==> config.mk <==
export PLATFORM = sky130hd
export DESIGN_NAME = alu_md
export DESIGN_NICKNAME = d
export VERILOG_FILES = /design/src/rtl/alu_md_pkg.sv /design/src/rtl/alu_md_seq.sv /design/src/rtl/alu_md.sv
export SDC_FILE = /design/constraint.sdc
export NUM_CORES = 1
export LEC_CHECK = 0
export BUFFER_PORTS_ARGS = -buffer_cell sky130_fd_sc_hd__buf_2
export CORE_ASPECT_RATIO = 1.2
export CORE_MARGIN = 2
export CORE_UTILIZATION = 50
export CTS_CLUSTER_DIAMETER = 60
export DETAILED_ROUTE_END_ITERATION = 10
export PLACE_DENSITY = 0.63
export SLEW_MARGIN = 10
export SYNTH_ARGS = -nofsm -noshare
export SYNTH_HDL_FRONTEND = slang
export SYNTH_HIERARCHICAL = 1
export SYNTH_SLANG_ARGS = --single-unit
==> constraint.sdc <==
create_clock -name clk -period 5.75 [get_ports clk]
set_input_delay 0.575 -clock clk [delete_from_list [all_inputs] [get_ports clk]]
set_output_delay 0.575 -clock clk [all_outputs]
set_load 0.02 [all_outputs]
==> src/rtl/alu_md_pkg.sv <==
// rtl/alu_md_pkg.sv - op codes, sequencer states and decode helpers shared by alu_md
package alu_md_pkg;

  localparam logic [4:0] OP_ADD   = 5'b00001;
  localparam logic [4:0] OP_ADDU  = 5'b00010;
  localparam logic [4:0] OP_SUB   = 5'b00011;
  localparam logic [4:0] OP_AND   = 5'b00100;
  localparam logic [4:0] OP_OR    = 5'b00101;
  localparam logic [4:0] OP_SLT   = 5'b00110;
  localparam logic [4:0] OP_LUI   = 5'b00111;
  localparam logic [4:0] OP_CMP   = 5'b01000;
  localparam logic [4:0] OP_XOR   = 5'b01001;
  localparam logic [4:0] OP_NOR   = 5'b01010;
  localparam logic [4:0] OP_SLL   = 5'b01011;
  localparam logic [4:0] OP_SRL   = 5'b01100;
  localparam logic [4:0] OP_SRA   = 5'b01101;
  localparam logic [4:0] OP_MULT  = 5'b01110;
  localparam logic [4:0] OP_MULTU = 5'b01111;
  localparam logic [4:0] OP_DIV   = 5'b10000;
  localparam logic [4:0] OP_DIVU  = 5'b10001;
  localparam logic [4:0] OP_MFHI  = 5'b10010;
  localparam logic [4:0] OP_MFLO  = 5'b10011;

  typedef enum logic [1:0] {
    ST_IDLE = 2'd0,
    ST_MUL  = 2'd1,
    ST_DIV  = 2'd2
  } seq_state_e;

  // Ops that start the multiply/divide sequencer; DIV/DIVU only exist with the divider built in.
  function automatic logic is_long_op(input logic [4:0] aluop);
    logic r;
    r = (aluop == OP_MULT) || (aluop == OP_MULTU);
`ifdef ALU_DIV_EN
    r = r || (aluop == OP_DIV) || (aluop == OP_DIVU);
`endif
    return r;
  endfunction

  function automatic logic is_hilo_op(input logic [4:0] aluop);
    return is_long_op(aluop) || (aluop == OP_MFHI) || (aluop == OP_MFLO);
  endfunction

endpackage

==> src/rtl/alu_md_seq.sv <==
// rtl/alu_md_seq.sv - iterative shift-add multiplier / restoring divider writing HI/LO
// Divider datapath and DIV state exist only when ALU_DIV_EN is defined.
module alu_md_seq
  import alu_md_pkg::*;
#(
  parameter int WIDTH = 32
) (
  input  logic             clk,
  input  logic             rst,
  input  logic             start,
  input  logic [4:0]       aluop,
  input  logic [WIDTH-1:0] a,
  input  logic [WIDTH-1:0] b,
  output logic             busy,
  output logic [WIDTH-1:0] hi,
  output logic [WIDTH-1:0] lo
);

  localparam int CNT_W = $clog2(WIDTH);

  seq_state_e         state_q, state_d;
  logic [CNT_W-1:0]   cnt_q, cnt_d;
  logic [WIDTH-1:0]   opnd_q, opnd_d;
  logic [2*WIDTH-1:0] acc_q, acc_d;
  logic               neg_res_q, neg_res_d;
  logic               neg_rem_q, neg_rem_d;
  logic [WIDTH-1:0]   hi_q, hi_d;
  logic [WIDTH-1:0]   lo_q, lo_d;

  logic               is_signed, sign_a, sign_b, last;
  logic [WIDTH-1:0]   mag_a, mag_b;
  logic [WIDTH:0]     mul_sum;
  logic [2*WIDTH-1:0] mul_next, prod;
`ifdef ALU_DIV_EN
  logic               is_div, div_ge;
  logic [WIDTH:0]     div_shift, div_diff;
  logic [2*WIDTH-1:0] div_next;
  logic [WIDTH-1:0]   quo, rem;
`endif

  always_comb begin
    // Divide by zero runs unsigned so HI ends up holding a untouched.
    is_signed = (aluop == OP_MULT);
`ifdef ALU_DIV_EN
    is_div    = (aluop == OP_DIV) || (aluop == OP_DIVU);
    is_signed = is_signed || ((aluop == OP_DIV) && (b != '0));
`endif
    sign_a = is_signed & a[WIDTH-1];
    sign_b = is_signed & b[WIDTH-1];
    mag_a  = sign_a ? -a : a;
    mag_b  = sign_b ? -b : b;
    last   = (cnt_q == CNT_W'(WIDTH - 1));

    // acc = {partial product, remaining multiplier bits}, shifted right each step.
    mul_sum  = {1'b0, acc_q[2*WIDTH-1:WIDTH]} + (acc_q[0] ? {1'b0, opnd_q} : '0);
    mul_next = {mul_sum, acc_q[WIDTH-1:1]};
    prod     = neg_res_q ? -mul_next : mul_next;

`ifdef ALU_DIV_EN
    // acc = {partial remainder, dividend bits shifting out / quotient bits shifting in}.
    div_shift = {acc_q[2*WIDTH-1:WIDTH], acc_q[WIDTH-1]};
    div_diff  = div_shift - {1'b0, opnd_q};
    div_ge    = (div_shift >= {1'b0, opnd_q});
    div_next  = {(div_ge ? div_diff[WIDTH-1:0] : div_shift[WIDTH-1:0]), acc_q[WIDTH-2:0], div_ge};
    quo       = div_next[WIDTH-1:0];
    rem       = div_next[2*WIDTH-1:WIDTH];
`endif

    state_d   = state_q;
    cnt_d     = cnt_q;
    opnd_d    = opnd_q;
    acc_d     = acc_q;
    neg_res_d = neg_res_q;
    neg_rem_d = neg_rem_q;
    hi_d      = hi_q;
    lo_d      = lo_q;

    case (state_q)
      ST_IDLE: begin
        if (start) begin
          cnt_d     = '0;
          neg_res_d = sign_a ^ sign_b;
          neg_rem_d = sign_a;
          opnd_d    = mag_a;
          acc_d     = {{WIDTH{1'b0}}, mag_b};
          state_d   = ST_MUL;
`ifdef ALU_DIV_EN
          if (is_div) begin
            opnd_d  = mag_b;
            acc_d   = {{WIDTH{1'b0}}, mag_a};
            state_d = ST_DIV;
          end
`endif
        end
      end
      ST_MUL: begin
        acc_d = mul_next;
        cnt_d = cnt_q + 1'b1;
        if (last) begin
          {hi_d, lo_d} = prod;
          state_d      = ST_IDLE;
        end
      end
`ifdef ALU_DIV_EN
      ST_DIV: begin
        acc_d = div_next;
        cnt_d = cnt_q + 1'b1;
        if (last) begin
          lo_d    = neg_res_q ? -quo : quo;
          hi_d    = neg_rem_q ? -rem : rem;
          state_d = ST_IDLE;
        end
      end
`endif
      default: state_d = ST_IDLE;
    endcase
  end

  always_ff @(posedge clk) begin
    if (rst) begin
      state_q   <= ST_IDLE;
      cnt_q     <= '0;
      opnd_q    <= '0;
      acc_q     <= '0;
      neg_res_q <= 1'b0;
      neg_rem_q <= 1'b0;
      hi_q      <= '0;
      lo_q      <= '0;
    end else begin
      state_q   <= state_d;
      cnt_q     <= cnt_d;
      opnd_q    <= opnd_d;
      acc_q     <= acc_d;
      neg_res_q <= neg_res_d;
      neg_rem_q <= neg_rem_d;
      hi_q      <= hi_d;
      lo_q      <= lo_d;
    end
  end

  assign busy = (state_q != ST_IDLE);
  assign hi   = hi_q;
  assign lo   = lo_q;

endmodule

==> src/rtl/alu_md.sv <==
// rtl/alu_md.sv - EX-stage ALU: single-cycle ops, HI/LO moves and multiply/divide stall control
// Define ALU_DIV_EN to build the DIV/DIVU divider; otherwise those codes act as unknown ops.
module alu_md
  import alu_md_pkg::*;
#(
  parameter int WIDTH   = 32,
  parameter int SHAMT_W = $clog2(WIDTH)
) (
  input  logic             clk,
  input  logic             rst,
  input  logic             op_valid,
  input  logic [4:0]       aluop,
  input  logic [WIDTH-1:0] a,
  input  logic [WIDTH-1:0] b,
  output logic [WIDTH-1:0] c,
  output logic             zero,
  output logic             ovf,
  output logic             stall,
  output logic             busy
);

  logic [WIDTH-1:0]   hi, lo, sum, diff;
  logic [SHAMT_W-1:0] shamt;
  logic               start;

  assign shamt = b[SHAMT_W-1:0];
  assign sum   = a + b;
  assign diff  = a - b;
  assign zero  = op_valid & (a == b);

  // Only ops that need the sequencer or its HI/LO wait; everything else flows past a busy unit.
  assign stall = busy & op_valid & is_hilo_op(aluop);
  assign start = op_valid & ~stall & is_long_op(aluop);

  always_comb begin
    c   = '0;
    ovf = 1'b0;
    case (aluop)
      OP_ADD: begin
        c   = sum;
        ovf = (a[WIDTH-1] == b[WIDTH-1]) && (sum[WIDTH-1] != a[WIDTH-1]);
      end
      OP_ADDU: c = sum;
      OP_SUB: begin
        c   = diff;
        ovf = (a[WIDTH-1] != b[WIDTH-1]) && (diff[WIDTH-1] != a[WIDTH-1]);
      end
      OP_AND:  c = a & b;
      OP_OR:   c = a | b;
      OP_SLT:  c = {{(WIDTH-1){1'b0}}, ($signed(a) < $signed(b))};
      OP_LUI:  c = {b[WIDTH/2-1:0], {(WIDTH/2){1'b0}}};
      OP_CMP:  c = '0;
      OP_XOR:  c = a ^ b;
      OP_NOR:  c = ~(a | b);
      OP_SLL:  c = a << shamt;
      OP_SRL:  c = a >> shamt;
      OP_SRA:  c = $unsigned($signed(a) >>> shamt);
      OP_MFHI: c = hi;
      OP_MFLO: c = lo;
      default: c = '0;
    endcase
  end

  alu_md_seq #(
    .WIDTH(WIDTH)
  ) u_seq (
    .clk  (clk),
    .rst  (rst),
    .start(start),
    .aluop(aluop),
    .a    (a),
    .b    (b),
    .busy (busy),
    .hi   (hi),
    .lo   (lo)
  );

endmodule

==> metrics.yaml <==
status: "complete, but fails checks"
violations: "DRC"
crit_path_cell_trace: "buf_2, inv_1, ha_1, inv_1, a211oi_2, a21boi_0, o31ai_1, o221ai_1, o21ai_0, o21ai_0, or3_1, a22oi_1, buf_2"
clock_skew_ns: 0.0140
tns_ns: 0
min-delay-start: "u_seq/hi[0]"
place_ws_ns: 0.708
min_to: "u_seq/hi[0]"
drive_above_1_share: 0.116
total_power_w: 0.00361
antenna-diode-count: 0
crit_path_max_incr_delay_ns: 0.67
power_density_nw_per_um2: 163
stdcell_area_um2: 22200
cts_tree: "built"
clock_latency_ns: 0.45
ys_warn_count: 6
cts-buffers-inserted: 17
r2r_cells: 12
synth-seq-cells: 167
fin_util: 0.543
core_area_um2: 40800
synth.net_count: 3094
critPathArrivalTime_ns: 4.74
start_kind: "primary input"
final_cell_mix: "nor2_1 (379), a21oi_1 (255), nand2_1 (229)"
worstReg2RegStart: "u_seq/acc_q[0]"
grt_pass1_wl_mm: 140
synthToLayoutAreaGrowth_pct: 6.99
ir_drop_mv: 0.189
drv_slew: 0
reg2reg_slack_ns: 0.81
ant_nets: 0
clk_transition_reported_paths_ns: 0.07
wl_mm: 95.8
slew_headroom: 0.141
leakagePower_nw: 8.75
post_cts_resized: 0
port_buffers: 107
cts_sinks: 167
slowest_stage: "o31ai_1"
cp-end-kind: "output port"
die_x_um: 190
die_h_um: 227
post-route-period-util: 0.924
grt_max_degree: 109
first_pass_iters: 10
r2r-end: "u_seq/hi[31]"
min_period_ns: 5.31
final_common_cell: "nor2_1"
p_clk_frac: 0.322
finalHoldViolCount: 0
p_int_w: 0.00215
grt_antenna_before_repair: 3
rows: 81
power.share.combinational: 0.351
drt_iter0_drc: 3124
cp_max_fo: 13
setup_slack_ns: 0.436
required_ns: 5.18
htree_levels: 4
p_sw_w: 0.00146
syn_inst: 2878
avgSynthCellArea_um2: 7.20
via_count: 23800
clock_path_buffers: 2
overflow: 0
crit_type: "in2out"
initial_core_util: 0.508
cts_setup_buffers: 0
hp-class: "reg2reg"
grt_pass1_vias: 21700
fmax_mhz: 188
io_pins: 108
ys.flop_type: "dfxtp_1"
worst_slew_pin_slew_ns: 1.29
routed_via_density: 7.02
place_congestion: 1.07
syn-cell-area_um2: 20700
min_delay_path_depth: 2
post_drt_wl_per_cell_um: 28.2
grt_use_total: 0.433
placed_area_um2: 21600
setup-violations-final: 0
yosysSeqAreaShare: 0.161
synth_edf_count: 0
rsz0062_at_grt: "false"
nNetsFinal: 3061
ys_types: 108
maxCapViolations: 0
place_hpwl_mm: 72.2
drc_errors: 1
power_frac_seq: 0.327
cts_root_buf: "clkbuf_16"
dieArea_um2: 43100
hold_buffers: 0
postSynth.asyncResetShare: 0
sw_frac_of_total: 0.404
[power groups by stage]
stage / registers [W] / clock network [W] / logic (W)
floorplan: 0.00120 / 0 / 0.000767
global placement: 0.00121 / 0 / 0.00120
detailed placement: 0.00121 / 0 / 0.00120
CTS: 0.00118 / 0.00118 / 0.00121
global route: 0.00118 / 0.00122 / 0.00133
finish: 0.00118 / 0.00116 / 0.00127
[synthesized netlist by cell type (21+ instances only)]
master | instances | area share
ha_1 | 141 | 0.085
inv_1 | 117 | 0.021
o21ai_0 | 171 | 0.041
xnor2_1 | 49 | 0.021
o22ai_1 | 24 | 0.0072
nor3_1 | 56 | 0.014
o31ai_1 | 35 | 0.013
a221oi_1 | 32 | 0.014
nor4_1 | 21 | 0.0063
or3_1 | 32 | 0.0097
nand2b_1 | 23 | 0.0069
mux4_2 | 33 | 0.036
xor2_1 | 72 | 0.030
dfxtp_1 | 167 | 0.16
clkbuf_1 | 161 | 0.029
and2_1 | 46 | 0.014
o211ai_1 | 28 | 0.010
a31oi_1 | 26 | 0.0078
and3_1 | 26 | 0.0078
nand4_1 | 25 | 0.0075
mux2i_1 | 52 | 0.025
nor2_1 | 384 | 0.070
nand2_1 | 229 | 0.041
nand3_1 | 53 | 0.013
a21oi_1 | 256 | 0.062
a21o_1 | 29 | 0.010
nor3b_1 | 38 | 0.014
a22oi_1 | 36 | 0.013
buf_2 | 39 | 0.0094
a211oi_1 | 130 | 0.047
[worst max-delay path by stage]
stage / end / cells past startpoint / slack (ns) / start
after floorplan: c[28] / 16 / 0.74 / b[2]
after global routing: c[31] / 13 / 0.37 / a[4]
after detailed placement: c[31] / 13 / 0.71 / a[4]
after global placement: c[31] / 13 / 0.76 / a[4]
final: c[31] / 13 / 0.44 / a[4]
after CTS: c[31] / 13 / 0.71 / a[4]
[sequential cells by signal, indices dropped and copies added (netlist names)]
register / flops
u_seq/state_q: 1
u_seq/cnt_q: 5
u_seq/lo: 32
u_seq/hi: 32
u_seq/acc_q: 64
u_seq/opnd_q: 32
u_seq/neg_res_q: 1
[area by class of cell]
class | instances | area [um2]
clock inverter | 15 | 176
fill | 4023 | 18700
inverter | 120 | 450
sequential | 167 | 3350
clock buffer | 17 | 425
timing repair buffer | 167 | 1000
multi-input combinational | 2372 | 16100
tap | 539 | 674
[logic make-up (layout without fill, tap and decap cells)]
family | Yosys count | after routing | synth area share
compound gates | 986 | 986 | 0.324
flops | 167 | 167 | 0.161
simple gates | 1014 | 1014 | 0.239
buf+inv | 339 | 319 | 0.0643
fa+ha+maj | 144 | 144 | 0.0880
mux | 106 | 106 | 0.0724
xor+xnor | 122 | 122 | 0.0519
[metal layers]
metal,track usage,vias to the layer above,part of all wire
met4,0.298,4,0.079
met2,0.692,1556,0.44
met1,0.524,11300,0.37
met5,0,-,0.00022
li1,-,10600,-
met3,0.0868,339,0.10
[worst max-delay path, delay by kind of cell]
family	cells	cell delay [ns]
adders and majority gates	1	0.50
and+or+nand+nor	1	0.38
AOI/OAI and AO/OA	7	2.54
buffers and inverters	4	0.73
[metrics by stage]
step,hold slack (ns),cells
after floorplan,0.427,2878
after global placement,0.440,3365
after detailed placement,0.448,3365
after CTS,0.456,3397
after global routing,0.471,3397
final,0.458,3397
(Power assumes the default switching activity.)
